`src/rtl/control_sequencer_pkg.sv`:
```
// control_sequencer_pkg
//   Shared definitions for the 8-bit CPU control sequencer: instruction
//   opcodes, ALU operation codes, flag bit positions, step indices, the
//   stepper state type and a register-select helper.
package control_sequencer_pkg;

  // Non-ALU opcodes (ir[7] = 0, value of ir[7:4])
  localparam logic [3:0] OP_LD    = 4'h0;
  localparam logic [3:0] OP_ST    = 4'h1;
  localparam logic [3:0] OP_DATA  = 4'h2;
  localparam logic [3:0] OP_JMPR  = 4'h3;
  localparam logic [3:0] OP_JMP   = 4'h4;
  localparam logic [3:0] OP_JMPIF = 4'h5;
  localparam logic [3:0] OP_CLF   = 4'h6;
  localparam logic [3:0] OP_IO    = 4'h7;

  // ALU operations (ir[6:4] when ir[7] = 1)
  localparam logic [2:0] ALU_ADD = 3'd0;
  localparam logic [2:0] ALU_SHR = 3'd1;
  localparam logic [2:0] ALU_SHL = 3'd2;
  localparam logic [2:0] ALU_NOT = 3'd3;
  localparam logic [2:0] ALU_AND = 3'd4;
  localparam logic [2:0] ALU_OR  = 3'd5;
  localparam logic [2:0] ALU_XOR = 3'd6;
  localparam logic [2:0] ALU_CMP = 3'd7;

  // Bit positions inside flags_in = {C,A,E,Z}
  localparam int FLG_Z = 0;
  localparam int FLG_E = 1;
  localparam int FLG_A = 2;
  localparam int FLG_C = 3;

  // Bit index of each step inside the one-hot step vector
  localparam int STEP_1    = 0;
  localparam int STEP_2    = 1;
  localparam int STEP_3    = 2;
  localparam int STEP_4    = 3;
  localparam int STEP_5    = 4;
  localparam int STEP_6    = 5;
  localparam int STEP_7    = 6;
  localparam int NUM_STEPS = 7;

  typedef enum logic {
    ST_IDLE = 1'b0,
    ST_RUN  = 1'b1
  } seq_state_e;

  // One-hot select of R0..R3 from a 2-bit register field
  function automatic logic [3:0] reg_onehot(input logic [1:0] idx);
    reg_onehot = 4'b0001 << idx;
  endfunction

endpackage

```
`src/rtl/control_sequencer_stepper.sv`:
```
// control_sequencer_stepper
//   Seven-step ring counter with an IDLE state. Leaves IDLE when run is
//   seen; steps 1..6 always advance; step 7 wraps to step 1 when run is
//   high and no halt is requested, otherwise returns to IDLE.
// Ports
//   clk, reset_n : clock, asynchronous active-low reset
//   run          : continue fetching
//   halt_req     : stop after the current step 7
//   step         : one-hot current step (bit0 = step 1), 0 in IDLE
//   halted       : high while in IDLE
module control_sequencer_stepper
  import control_sequencer_pkg::*;
(
  input  logic                 clk,
  input  logic                 reset_n,
  input  logic                 run,
  input  logic                 halt_req,
  output logic [NUM_STEPS-1:0] step,
  output logic                 halted
);

  seq_state_e           state_q, state_d;
  logic [NUM_STEPS-1:0] ring_q, ring_d;

  always_ff @(posedge clk or negedge reset_n) begin
    if (!reset_n) begin
      state_q <= ST_IDLE;
      ring_q  <= '0;
    end else begin
      state_q <= state_d;
      ring_q  <= ring_d;
    end
  end

  always_comb begin
    state_d = state_q;
    ring_d  = ring_q;
    case (state_q)
      ST_IDLE: begin
        if (run) begin
          state_d = ST_RUN;
          ring_d  = NUM_STEPS'(1);
        end
      end
      ST_RUN: begin
        if (ring_q[STEP_7]) begin
          if (run && !halt_req) begin
            ring_d = NUM_STEPS'(1);
          end else begin
            state_d = ST_IDLE;
            ring_d  = '0;
          end
        end else begin
          ring_d = {ring_q[NUM_STEPS-2:0], 1'b0};
        end
      end
    endcase
  end

  assign step   = ring_q;
  assign halted = (state_q == ST_IDLE);

endmodule

```
`src/rtl/control_sequencer.sv`:
```
// control_sequencer
//   Stepper plus instruction decoder for the 8-bit CPU. Steps 1-3 fetch the
//   next instruction into the IR, steps 4-6 execute it, step 7 is idle.
//   All datapath controls are a pure decode of (step, ir, flags_in).
// Ports
//   clk, reset_n        : clock, asynchronous active-low reset
//   run                 : keep fetching (sampled in IDLE and at end of step 7)
//   ir                  : instruction register contents
//   flags_in            : {C,A,E,Z}
//   step, halted        : one-hot step (0 in IDLE), IDLE indicator
//   *_e / *_s / bus1    : bus enables, register sets, bus1 forcing
//   reg_e, reg_s        : one-hot enable / set of R0..R3
//   alu_op              : ALU operation, ADD when not executing an ALU op
module control_sequencer
  import control_sequencer_pkg::*;
#(
  parameter int HALT_ON_IO = 0
) (
  input  logic       clk,
  input  logic       reset_n,
  input  logic       run,
  input  logic [7:0] ir,
  input  logic [3:0] flags_in,
  output logic [6:0] step,
  output logic       halted,
  output logic       ir_s,
  output logic       iar_e,
  output logic       iar_s,
  output logic       mar_s,
  output logic       ram_e,
  output logic       ram_s,
  output logic       acc_e,
  output logic       acc_s,
  output logic       tmp_s,
  output logic       flags_s,
  output logic       bus1,
  output logic [3:0] reg_e,
  output logic [3:0] reg_s,
  output logic [2:0] alu_op
);

  logic       halt_pending;
  logic       is_alu;
  logic [3:0] opcode;
  logic [2:0] op;
  logic [3:0] ra_sel, rb_sel;
  logic       jump_taken;

  assign is_alu     = ir[7];
  assign opcode     = ir[7:4];
  assign op         = ir[6:4];
  assign ra_sel     = reg_onehot(ir[3:2]);
  assign rb_sel     = reg_onehot(ir[1:0]);
  assign jump_taken = |(flags_in & ir[3:0]);

  control_sequencer_stepper u_stepper (
    .clk      (clk),
    .reset_n  (reset_n),
    .run      (run),
    .halt_req (halt_pending),
    .step     (step),
    .halted   (halted)
  );

  // An IO instruction arms the halt while it executes; the stepper acts on
  // it at the end of step 7, after which it is cleared.
  always_ff @(posedge clk or negedge reset_n) begin
    if (!reset_n) begin
      halt_pending <= 1'b0;
    end else if (step[STEP_4] && !is_alu && (opcode == OP_IO) && (HALT_ON_IO != 0)) begin
      halt_pending <= 1'b1;
    end else if (step[STEP_7]) begin
      halt_pending <= 1'b0;
    end
  end

  always_comb begin
    ir_s    = 1'b0;
    iar_e   = 1'b0;
    iar_s   = 1'b0;
    mar_s   = 1'b0;
    ram_e   = 1'b0;
    ram_s   = 1'b0;
    acc_e   = 1'b0;
    acc_s   = 1'b0;
    tmp_s   = 1'b0;
    flags_s = 1'b0;
    bus1    = 1'b0;
    reg_e   = '0;
    reg_s   = '0;
    alu_op  = ALU_ADD;

    if (step[STEP_1]) begin
      // IAR -> MAR, IAR+1 -> ACC
      bus1  = 1'b1;
      iar_e = 1'b1;
      mar_s = 1'b1;
      acc_s = 1'b1;
    end else if (step[STEP_2]) begin
      ram_e = 1'b1;
      ir_s  = 1'b1;
    end else if (step[STEP_3]) begin
      acc_e = 1'b1;
      iar_s = 1'b1;
    end else if (step[STEP_4]) begin
      if (is_alu) begin
        reg_e = rb_sel;
        tmp_s = 1'b1;
      end else begin
        case (opcode)
          OP_LD, OP_ST: begin
            reg_e = ra_sel;
            mar_s = 1'b1;
          end
          OP_DATA, OP_JMPIF: begin
            bus1  = 1'b1;
            iar_e = 1'b1;
            mar_s = 1'b1;
            acc_s = 1'b1;
          end
          OP_JMPR: begin
            reg_e = rb_sel;
            iar_s = 1'b1;
          end
          OP_JMP: begin
            iar_e = 1'b1;
            mar_s = 1'b1;
          end
          OP_CLF: begin
            bus1    = 1'b1;
            flags_s = 1'b1;
          end
          default: ;
        endcase
      end
    end else if (step[STEP_5]) begin
      if (is_alu) begin
        reg_e   = ra_sel;
        alu_op  = op;
        acc_s   = 1'b1;
        flags_s = 1'b1;
      end else begin
        case (opcode)
          OP_LD: begin
            ram_e = 1'b1;
            reg_s = rb_sel;
          end
          OP_ST: begin
            reg_e = rb_sel;
            ram_s = 1'b1;
          end
          OP_DATA: begin
            ram_e = 1'b1;
            reg_s = rb_sel;
          end
          OP_JMP: begin
            ram_e = 1'b1;
            iar_s = 1'b1;
          end
          OP_JMPIF: begin
            // Default path: skip the address byte
            acc_e = 1'b1;
            iar_s = 1'b1;
          end
          default: ;
        endcase
      end
    end else if (step[STEP_6]) begin
      if (is_alu) begin
        // CMP only updates flags; the result is discarded
        if (op != ALU_CMP) begin
          acc_e = 1'b1;
          reg_s = rb_sel;
        end
      end else begin
        case (opcode)
          OP_DATA: begin
            acc_e = 1'b1;
            iar_s = 1'b1;
          end
          OP_JMPIF: begin
            // MAR still holds the address byte loaded in step 4
            if (jump_taken) begin
              ram_e = 1'b1;
              iar_s = 1'b1;
            end
          end
          default: ;
        endcase
      end
    end
  end

  a_one_driver: assert property (@(posedge clk) disable iff (!reset_n)
    $onehot0({iar_e, ram_e, acc_e, reg_e}));

  a_reg_e_onehot: assert property (@(posedge clk) disable iff (!reset_n)
    $onehot0(reg_e));

  a_reg_s_onehot: assert property (@(posedge clk) disable iff (!reset_n)
    $onehot0(reg_s));

  a_no_set_when_idle: assert property (@(posedge clk) disable iff (!reset_n)
    (halted || step[STEP_7]) |->
      !(ir_s || iar_s || mar_s || ram_s || acc_s || tmp_s || flags_s || (|reg_s)));

endmodule

```
`config.mk`:
```
export PLATFORM = sky130hd
export DESIGN_NAME = control_sequencer
export DESIGN_NICKNAME = d
export VERILOG_FILES = /design/src/rtl/control_sequencer_pkg.sv /design/src/rtl/control_sequencer_stepper.sv /design/src/rtl/control_sequencer.sv
export SDC_FILE = /design/constraint.sdc
export NUM_CORES = 1
export LEC_CHECK = 0
export ABC_AREA = 1
export CAP_MARGIN = 0
export CORE_ASPECT_RATIO = 1.75
export CORE_MARGIN = 5
export CORE_UTILIZATION = 25
export CTS_CLUSTER_SIZE = 10
export DETAILED_ROUTE_END_ITERATION = 8
export GPL_TIMING_DRIVEN = 0
export PLACE_DENSITY = 0.6
export SYNTH_ARGS = -nofsm -noshare
export SYNTH_HDL_FRONTEND = slang
export SYNTH_SLANG_ARGS = --single-unit
```
`constraint.sdc`:
```
create_clock -name clk -period 2 [get_ports clk]
set_clock_uncertainty 0.15 [all_clocks]
set_input_delay 0.6 -clock clk [delete_from_list [all_inputs] [get_ports clk]]
set_output_delay 0.6 -clock clk [all_outputs]
set_load 0.01 [all_outputs]
```
==> impl_metrics.json, run 1 <==
{
  "nets": 253,
  "instances_no_fill": 281,
  "ys_seq_area_frac": 0.2312,
  "synth_seq_cells": 8,
  "synth_cell_type_count": 20,
  "core-area_sq_mm": 0.003363,
  "crit_start": "ir[4]",
  "clk_latency_ps": 230,
  "dp_slack_ps": -1288,
  "crit_fanout": 5,
  "cts_buffer_depth": 2,
  "min_from": "u_stepper.state_q$_DFF_PN0_",
  "slowest_delay_ps": 140,
  "numCtsBuffers": 3,
  "overflow": 0,
  "synth_top_area_frac": 0.2312,
  "syn_avg_cell_area_sq_um": 5.445,
  "drt_iter0_markers": 41,
  "tritoncts": "yes",
  "slowest_stage": "buf_2",
  "rsz0062_at_grt": "yes",
  "syn_area_sq_um": 865.8,
  "fin_total_pwr_mw": 0.9970,
  "finalHoldViolCount": 0,
  "initial_core_util": 0.2574,
  "start_kind": "input port",
  "synthTopCellsByCount": "40 x nand2_1, 28 x inv_1, 28 x nor2_1, 10 x a21oi_1",
  "dr_total_vias": 1341,
  "wl_mm": 4.027,
  "synth_nets": 174,
  "row_count": 28,
  "maxCapViolCount": 0,
  "io_pins": 45,
  "finalWeightedCongestion": 0.8850,
  "dieArea_sq_mm": 0.004787,
  "dp_cells": 248,
  "cts_max_level": 1,
  "wl_met2_mm": 2.235,
  "dr_wl_met3_microns": 260,
  "slew_headroom": 0.7510,
  "critPathRequiredTime_ps": 1250,
  "violations": "setup timing",
  "globalRouteTotalUtil": 0.1697,
  "synth.area.top_cells": "dfrtp_1 23%, nand2_1 17%, inv_1 12%",
  "p_leak_nw": 0.9701,
  "ys.flop_type": "dfrtp_1",
  "grt_start_max_net_pins": 11,
  "drv_slew": 0,
  "antenna_found_initial": 0,
  "design_area_sq_mm": 0.001824,
  "route.top_layer_used": "met4",
  "setup_viol": 21,
  "synth_top_area_cell": "dfrtp_1",
  "cts.clk_slew.worst_paths_ps": 40,
  "crit_buf_inv": 4,
  "synth.most_common_cell": "nand2_1",
  "numPortBuffers": 44,
  "fin_util": 0.5424,
  "placed_area_sq_mm": 0.001383,
  "dp_hpwl_mm": 2.673,
  "hold_class": "reg -> reg",
  "first_global_vias": 1381,
  "drtAntennaViolNets": 0,
  "fmax_mhz": 439.9,
  "layout_setup_ws_ps": -273.3,
  "drive_above_1_share": 0.5339,
  "synth_edf_count": 0,
  "cp.arrival_ps": 1520,
  "dr.pass1.iters": 5,
  "ir_drop_mv": 0.5888,
  "syn_to_final_growth_pct": 110.7,
  "p_per_area_mw_per_mm2": 546.5,
  "die_w_microns": 54.49,
  "die_h_microns": 87.85,
  "setup-tns-final_ps": -3890,
  "grt_pass1_wl_mm": 6.134,
  "path_class": "in -> out",
  "worstReg2RegStart": "u_stepper.step[4]$_DFFE_PN0P_",
  "end_kind": "output pin",
  "fin_crit_ps": 2273,
  "antenna_cells": 0,
  "wire_per_inst_microns": 14.33,
  "cts.sinks": 8,
  "ctsRootBufferMaster": "clkbuf_8",
  "drc_errors": 0,
  "via_per_inst": 4.772,
  "min_period_over_period": 1.137,
  "tightestPinTransition_ps": 372.4,
  "whs_ps": 397.2,
  "yosysWarnings": 0,
  "cpLargestDelayFamily": "buffers and inverters",
  "netlist_instances": 159,
  "crit_chain": "buf_6, inv_4, nand2_4, nor2_4, buf_6, nand2_2, nand3_2, nand2_2, a21oi_2, buf_2",
  "cts_hold_buf": 0,
  "met1_length_mm": 1.397,
  "ys_async_sr_fraction": 1.000,
  "status": "finished, violations left"
}
[layer usage]
layer	GRT usage	vias to the layer above
li1	-	672
met1	0.1710	611
met2	0.3250	48
met3	0.02896	10
met4	0.06349	0
met5	0	-
[cells in the final DEF, fill, tap and decap left out, types with 2 or more instances in the layout]
cell type and n:
o22ai_1 5, o21ai_2 6, o21ai_0 3, dfrtp_1 5, clkbuf_8 3, buf_4 26
nor3_2 2, inv_1 17, nor2_4 7, nand3_2 2, buf_6 8, o21ai_1 4
nand2_4 4, buf_12 3, clkdlybuf4s50_1 5, dlygate4sd2_1 8, nor2_1 15, dfrtp_2 3
nor3_1 2, nand2_2 7, nand3_1 5, nor2_2 10, nand2_1 29, inv_2 5
buf_2 23, a21oi_2 2, a31oi_1 2, a21oi_1 8, nor3_4 2, inv_4 5
[cell type report]
cell class / count / area (sq um)
clock buffers: 3 / 41.29
inverters: 30 / 148.9
multi-input cells: 120 / 769.5
repair buffers: 74 / 593.1
flip-flops and latches: 8 / 203.9
fillers: 336 / 1539
plain buffers: 1 / 11.26
well taps: 45 / 56.30
[final timing paths]
| check | cells past startpoint | slack (ps) | to |
|---|---|---|---|
| max | 10 | -270 | acc_e |
| min | 3 | 400 | u_stepper.step[0]$_DFFE_PN0P_ |
| max reg2reg | 3 | 810 | u_stepper.step[4]$_DFFE_PN0P_ |
| min reg2reg | 3 | 400 | u_stepper.step[0]$_DFFE_PN0P_ |
| max in group asynchronous | 1 | 910 | u_stepper.step[0]$_DFFE_PN0P_ |
| min in group asynchronous | 1 | 500 | u_stepper.state_q$_DFF_PN0_ |
[state kept, by name, indices dropped and copies added, names as in the netlist]
register and count:
u_stepper.state_q 1, u_stepper.step 7
[worst min-delay path: stages, from the launching register on]
cell and delay, ps:
dfrtp_1 310, inv_1 80, nand2_1 70, a21oi_1 50
[kinds of logic after synthesis]
family                 after synthesis  share of synthesized area
AO/OA/AOI/OAI                       33                     0.2197
AND/OR/NAND/NOR                     87                     0.4133
flip-flops                           8                     0.2312
buffers and inverters               31                     0.1358
[where the power goes]
part,total (mW),internal (mW),leakage (nW),switching [mW]
clock network,0.196,0.130,0.0216,0.0651
registers,0.201,0.181,0.101,0.0205
logic,0.600,0.269,0.847,0.331
[timing repair]
item / in CTS / in global routing
setup endpoints to repair: 24 / 23
buffers inserted: 22 / 8
gates resized for setup: 193 / 34
pin swaps: 24 / 19
No activity file was read; power rests on OpenSTA's default activity.
==> inputs of run 2 (changes only) <==
Settings changed: CORE_ASPECT_RATIO 1.75 to unset, CORE_MARGIN 5 to 2, CORE_UTILIZATION 25 to 41, CTS_BUF_LIST set to sky130_fd_sc_hd__clkbuf_4, PLACE_DENSITY 0.6 to 0.88.
==> run 2 against run 1 <==
  * The run still ends with setup timing left
  * First-iteration DRC count grew to 4.0 times the previous value
  * Maximum frequency shrank 4.2%
  * Register-to-register slack lost 260 ps
  * Critical path depth shrank 1
  * Hold slack gained 48 ps
  * Largest cell class unchanged
==> impl_metrics.json, run 2 (synthesized netlist as in run 1, its figures left out) <==
{
  "status": "finished, violations left",
  "violations": "setup timing",
  "drv_slew": 0,
  "p_leak_nw": 0.9677,
  "globalRouteTotalUtil": 0.3615,
  "antenna_found_initial": 0,
  "hold_class": "reg -> reg",
  "row_count": 16,
  "grt_start_max_net_pins": 9,
  "wire_per_inst_microns": 20.92,
  "ctsRootBufferMaster": "clkbuf_4",
  "cts.sinks": 8,
  "cts.clk_slew.worst_paths_ps": 60,
  "cts_buffer_depth": 2,
  "worstReg2RegStart": "u_stepper.step[4]$_DFFE_PN0P_",
  "crit_chain": "buf_12, inv_8, nand2_8, nor2_4, o21ai_2, o21ai_1, nand2_1, nand2_1, buf_2",
  "setup.worst_path.end": "ram_e",
  "drc_errors": 0,
  "nets": 251,
  "path_class": "in -> out",
  "io_pins": 45,
  "dp_slack_ps": -1247,
  "dr_total_vias": 1629,
  "clk_latency_ps": 270,
  "finalWeightedCongestion": 0.9560,
  "num-fill-cells": 79,
  "path_depth": 9,
  "whs_ps": 445.0,
  "setup_viol": 21,
  "fmax_mhz": 421.3,
  "dp_hpwl_mm": 2.267,
  "mostFrequentLayoutCells": "30 x nand2_1, 23 x buf_2, 23 x buf_4",
  "crit_top_cell": "nand2_1",
  "start_kind": "input port",
  "dieArea_sq_mm": 0.002496,
  "r2r_cells": 4,
  "min_period_over_period": 1.187,
  "tightestPinTransition_ps": 368.7,
  "ir_drop_mv": 0.7048,
  "fin_crit_ps": 2374,
  "grt_pass1_wl_mm": 6.672,
  "via_per_inst": 6.241,
  "tritoncts": "yes",
  "drt_iter0_markers": 162,
  "slowest_delay_ps": 210,
  "core-area_sq_mm": 0.001982,
  "layout_commonest_cell": "nand2_1",
  "rsz0062_at_grt": "yes",
  "initial_core_util": 0.4369,
  "largest_register_ffs": 7,
  "drive_above_1_share": 0.4915,
  "first_global_vias": 1400,
  "end_kind": "output pin",
  "antenna_cells": 0,
  "die_h_microns": 49.96,
  "cpLargestDelayFamily": "simple AND/OR/NAND/NOR gates",
  "finalHoldViolCount": 0,
  "cts_hold_buf": 0,
  "r2r-end": "u_stepper.step[5]$_DFFE_PN0P_",
  "slowest_stage": "o21ai_1",
  "crit_buf_inv": 3,
  "fin_util": 0.8851,
  "critPathRequiredTime_ps": 1250,
  "numCtsBuffers": 3,
  "slew_headroom": 0.7534,
  "r2r_slack_ps": 550,
  "p_per_area_mw_per_mm2": 539.6,
  "overflow": 0,
  "wl_mm": 5.460,
  "cts_max_level": 1,
  "maxCapViolCount": 0,
  "numPortBuffers": 44,
  "die_w_microns": 49.96,
  "cp.arrival_ps": 1620,
  "drtAntennaViolNets": 0,
  "syn_to_final_growth_pct": 102.6,
  "crit_start": "ir[7]",
  "dr.pass1.iters": 5,
  "layout_setup_ws_ps": -373.5,
  "crit_fanout": 6
}
[run 2: cell types whose count changed in the layout (fill, tap and decap cells not counted), sizes merged]
cell,previous run,this run
buf,60,57
clkinv,1,0
clkdlybuf4s50,5,4
dlygate4sd2,8,4
dlymetal6s2s,1,2
inv,28,29
clkbuf,3,4
clkdlybuf4s15,1,5
[run 2: metal layers]
| layer | vias to the layer above | share of wire | track usage | wire length, microns |
|---|---|---|---|---|
| li1 | 669 | - | - | - |
| met1 | 731 | 0.34 | 0.3918 | 1848 |
| met2 | 175 | 0.46 | 0.6044 | 2525 |
| met3 | 54 | 0.12 | 0.1242 | 630 |
| met4 | 0 | 0.084 | 0.2130 | 456 |
| met5 | - | 0 | 0 | 0 |
[run 2: through the flow]
step,instance area (sq um),setup TNS [ps],instances,total power [mW]
2_1_floorplan,885.9,0,159,0.4151
3_3_place_gp,1360,-23350,230,0.6123
3_5_place_dp,1360,-23450,230,0.6197
4_1_cts,1604,-3587,252,0.8203
5_1_grt,1754,-6982,261,0.9844
6_report,1754,-5846,261,0.9466
[run 2: timing repair]
item                                    4_1_cts  5_1_grt
setup buffers                                19        9
resized for setup                           201       24
endpoints found under the setup margin       24       24
pin swaps                                    29       14
[run 2: layout make-up]
type,count,area [sq um],share of cell area
repair buffers,72,583.1,0.3324
clock buffers,3,22.52,0.01284
plain buffers,1,11.26,0.006419
multi-input cells,120,758.2,0.4322
inverters,30,141.4,0.08060
well taps,27,33.78,0.01926
flip-flops and latches,8,203.9,0.1163
[run 2: worst reg2reg max path: stages (launching register included)]
cell and delay (ps):
dfrtp_2 460, clkinvlp_4 250, buf_4 210, buf_4 120, o22ai_1 160
[run 2: how the worst min path moves through the flow]
stage,from,endpoint,cells past startpoint
2_1_floorplan,reset_n,u_stepper.state_q$_DFF_PN0_,0
3_3_place_gp,u_stepper.state_q$_DFF_PN0_,u_stepper.step[0]$_DFFE_PN0P_,3
3_5_place_dp,u_stepper.step[6]$_DFFE_PN0P_,u_stepper.step[6]$_DFFE_PN0P_,2
4_1_cts,u_stepper.state_q$_DFF_PN0_,u_stepper.step[0]$_DFFE_PN0P_,3
5_1_grt,u_stepper.step[6]$_DFFE_PN0P_,u_stepper.step[6]$_DFFE_PN0P_,2
6_report,u_stepper.state_q$_DFF_PN0_,u_stepper.step[0]$_DFFE_PN0P_,3
[run 2: where the power goes]
group | switching (mW) | internal (mW)
Clock | 0.0624 | 0.0692
Combinational | 0.358 | 0.252
Sequential | 0.0247 | 0.180
Total | 0.446 | 0.501
==> inputs of run 3 (changes only) <==
Settings changed: CORE_MARGIN 2 to unset.
==> run 3 against run 2 <==
  * The run still ends with setup timing left
  * Die area decreased by 7.8%
  * Utilization increased by 7.1 points
  * Routed wire length increased by 19%
  * Flip-flop and latch count unchanged
  * Global-route usage increased by 6.2 points
  * Highest routed layer unchanged
==> impl_metrics.json, run 3 (synthesized netlist as in run 1, its figures left out) <==
{
  "numPortBuffers": 44,
  "antenna_cells": 0,
  "end_kind": "output pin",
  "status": "finished, violations left",
  "clk_latency_ps": 280,
  "core-area_sq_mm": 0.001982,
  "initial_core_util": 0.4369,
  "clkPwrFrac": 0.137,
  "crit_fanout": 5,
  "dp_hpwl_mm": 2.473,
  "cpLargestDelayFamily": "buffers and inverters",
  "first_global_vias": 1333,
  "cts_hold_buf": 0,
  "slew_headroom": 0.7029,
  "fin_crit_ps": 2488,
  "min_period_over_period": 1.244,
  "comb_power_share": 0.667,
  "drt_iter0_markers": 207,
  "wire_per_inst_microns": 24.28,
  "fin_total_pwr_mw": 1.052,
  "ctsRootBufferMaster": "clkbuf_4",
  "io_pins": 45,
  "antenna_found_initial": 0,
  "tritoncts": "yes",
  "maxCapViolCount": 0,
  "sw_frac_of_total": 0.4987,
  "syn_to_final_growth_pct": 118.8,
  "dr_total_vias": 1827,
  "slowest_delay_ps": 180,
  "internal_power_mw": 0.5273,
  "overflow": 0,
  "dr.pass1.iters": 6,
  "crit_chain": "buf_2, inv_1, nor2_2, inv_1, o21ai_2, nand2_1, nor2_1, buf_2",
  "grt_pass1_wl_mm": 6.541,
  "hold_class": "reg -> reg",
  "dieArea_sq_mm": 0.002300,
  "cts.clk_slew.worst_paths_ps": 50,
  "ir_drop_mv": 0.6766,
  "row_count": 16,
  "mostFrequentLayoutCells": "28 x buf_4, 26 x nand2_1, 26 x buf_2",
  "globalRouteTotalUtil": 0.4230,
  "layout_commonest_cell": "buf_4",
  "grt_start_max_net_pins": 9,
  "nets": 258,
  "die_h_microns": 47.96,
  "drv_slew": 0,
  "p_per_area_mw_per_mm2": 555.2,
  "finalHoldViolCount": 0,
  "drtAntennaViolNets": 0,
  "critPathRequiredTime_ps": 1250,
  "tightestPinTransition_ps": 444.2,
  "cp.arrival_ps": 1740,
  "p_leak_nw": 1.013,
  "pwr-share-seq": 0.196,
  "wl_mm": 6.506,
  "drive_above_1_share": 0.5975,
  "die_w_microns": 47.96,
  "via_per_inst": 6.817,
  "slowest_stage": "nor2_2",
  "violations": "setup timing",
  "whs_ps": 457.2,
  "crit_buf_inv": 4,
  "largest_register_ffs": 7,
  "path_class": "in -> out",
  "fmax_mhz": 401.9,
  "layout_setup_ws_ps": -488.1,
  "cts_max_level": 1,
  "drc_errors": 0,
  "cts.sinks": 8,
  "rsz0062_at_grt": "yes",
  "start_kind": "input port",
  "numCtsBuffers": 3,
  "switchingPower_mw": 0.5245,
  "setup-tns-final_ps": -7422,
  "cts_buffer_depth": 2,
  "finalWeightedCongestion": 1.054,
  "setup_viol": 22,
  "fin_util": 0.9558
}
## run 3: cell types whose count changed in the layout (fill, tap and decap cells not counted), sizes merged
cell,delta
inv,-3
clkdlybuf4s15,-2
clkinvlp,+1
dlymetal6s2s,-1
clkbuf,-1
dlygate4sd2,+2
clkinv,+2
buf,+9
## run 3: power groups by stage
stage	registers [mW]	logic [mW]	clock network (mW)
floorplan	0.203	0.212	0
global placement	0.199	0.413	0
detailed placement	0.200	0.427	0
CTS	0.202	0.513	0.129
global route	0.207	0.724	0.150
finish	0.206	0.701	0.144
## run 3: layout make-up
type	instances	area (sq um)
multi-input cells	120	824.5
repair buffers	79	629.4
flip-flops and latches	8	205.2
inverters	30	167.7
fillers	46	87.58
well taps	27	33.78
clock buffers	3	22.52
plain buffers	1	11.26
## run 3: worst min-delay path: stages, from the launching register on
cell and delay (ps):
dfrtp_1 390, nand3_1 110, o21ai_0 80
## run 3: metal layers
metal | GRT usage | routed length [microns]
met1 | 0.5320 | 2084
met2 | 0.6703 | 2755
met3 | 0.1170 | 936
met4 | 0.1944 | 729
met5 | 0 | 0
## run 3: worst paths after layout
path	slack, ps	cells after the start	end	start
setup / recovery	-490	8	reg_e[1]	ir[0]
hold / removal	460	2	u_stepper.step[6]$_DFFE_PN0P_	u_stepper.step[6]$_DFFE_PN0P_
setup reg to reg	670	4	u_stepper.step[5]$_DFFE_PN0P_	u_stepper.step[4]$_DFFE_PN0P_
hold reg to reg	460	2	u_stepper.step[6]$_DFFE_PN0P_	u_stepper.step[6]$_DFFE_PN0P_
max in group asynchronous	880	1	u_stepper.step[5]$_DFFE_PN0P_	reset_n
min in group asynchronous	470	1	u_stepper.step[1]$_DFFE_PN0P_	reset_n
## run 3: what timing repair did
action                     CTS  global route
resized for setup          204            51
pin swaps                   29            25
setup endpoints to repair   25            24
cloned                       1             0
buffers inserted            24            10
## run 3: through the flow
step / cell area (sq um) / cells / worst slack (ps)
4_1_cts: 1654 / 258 / -269.6
6_report: 1894 / 268 / -488.1
5_1_grt: 1894 / 268 / -517.5
3_5_place_dp: 1360 / 230 / -1284
2_1_floorplan: 885.9 / 159 / 4.557
3_3_place_gp: 1360 / 230 / -1235
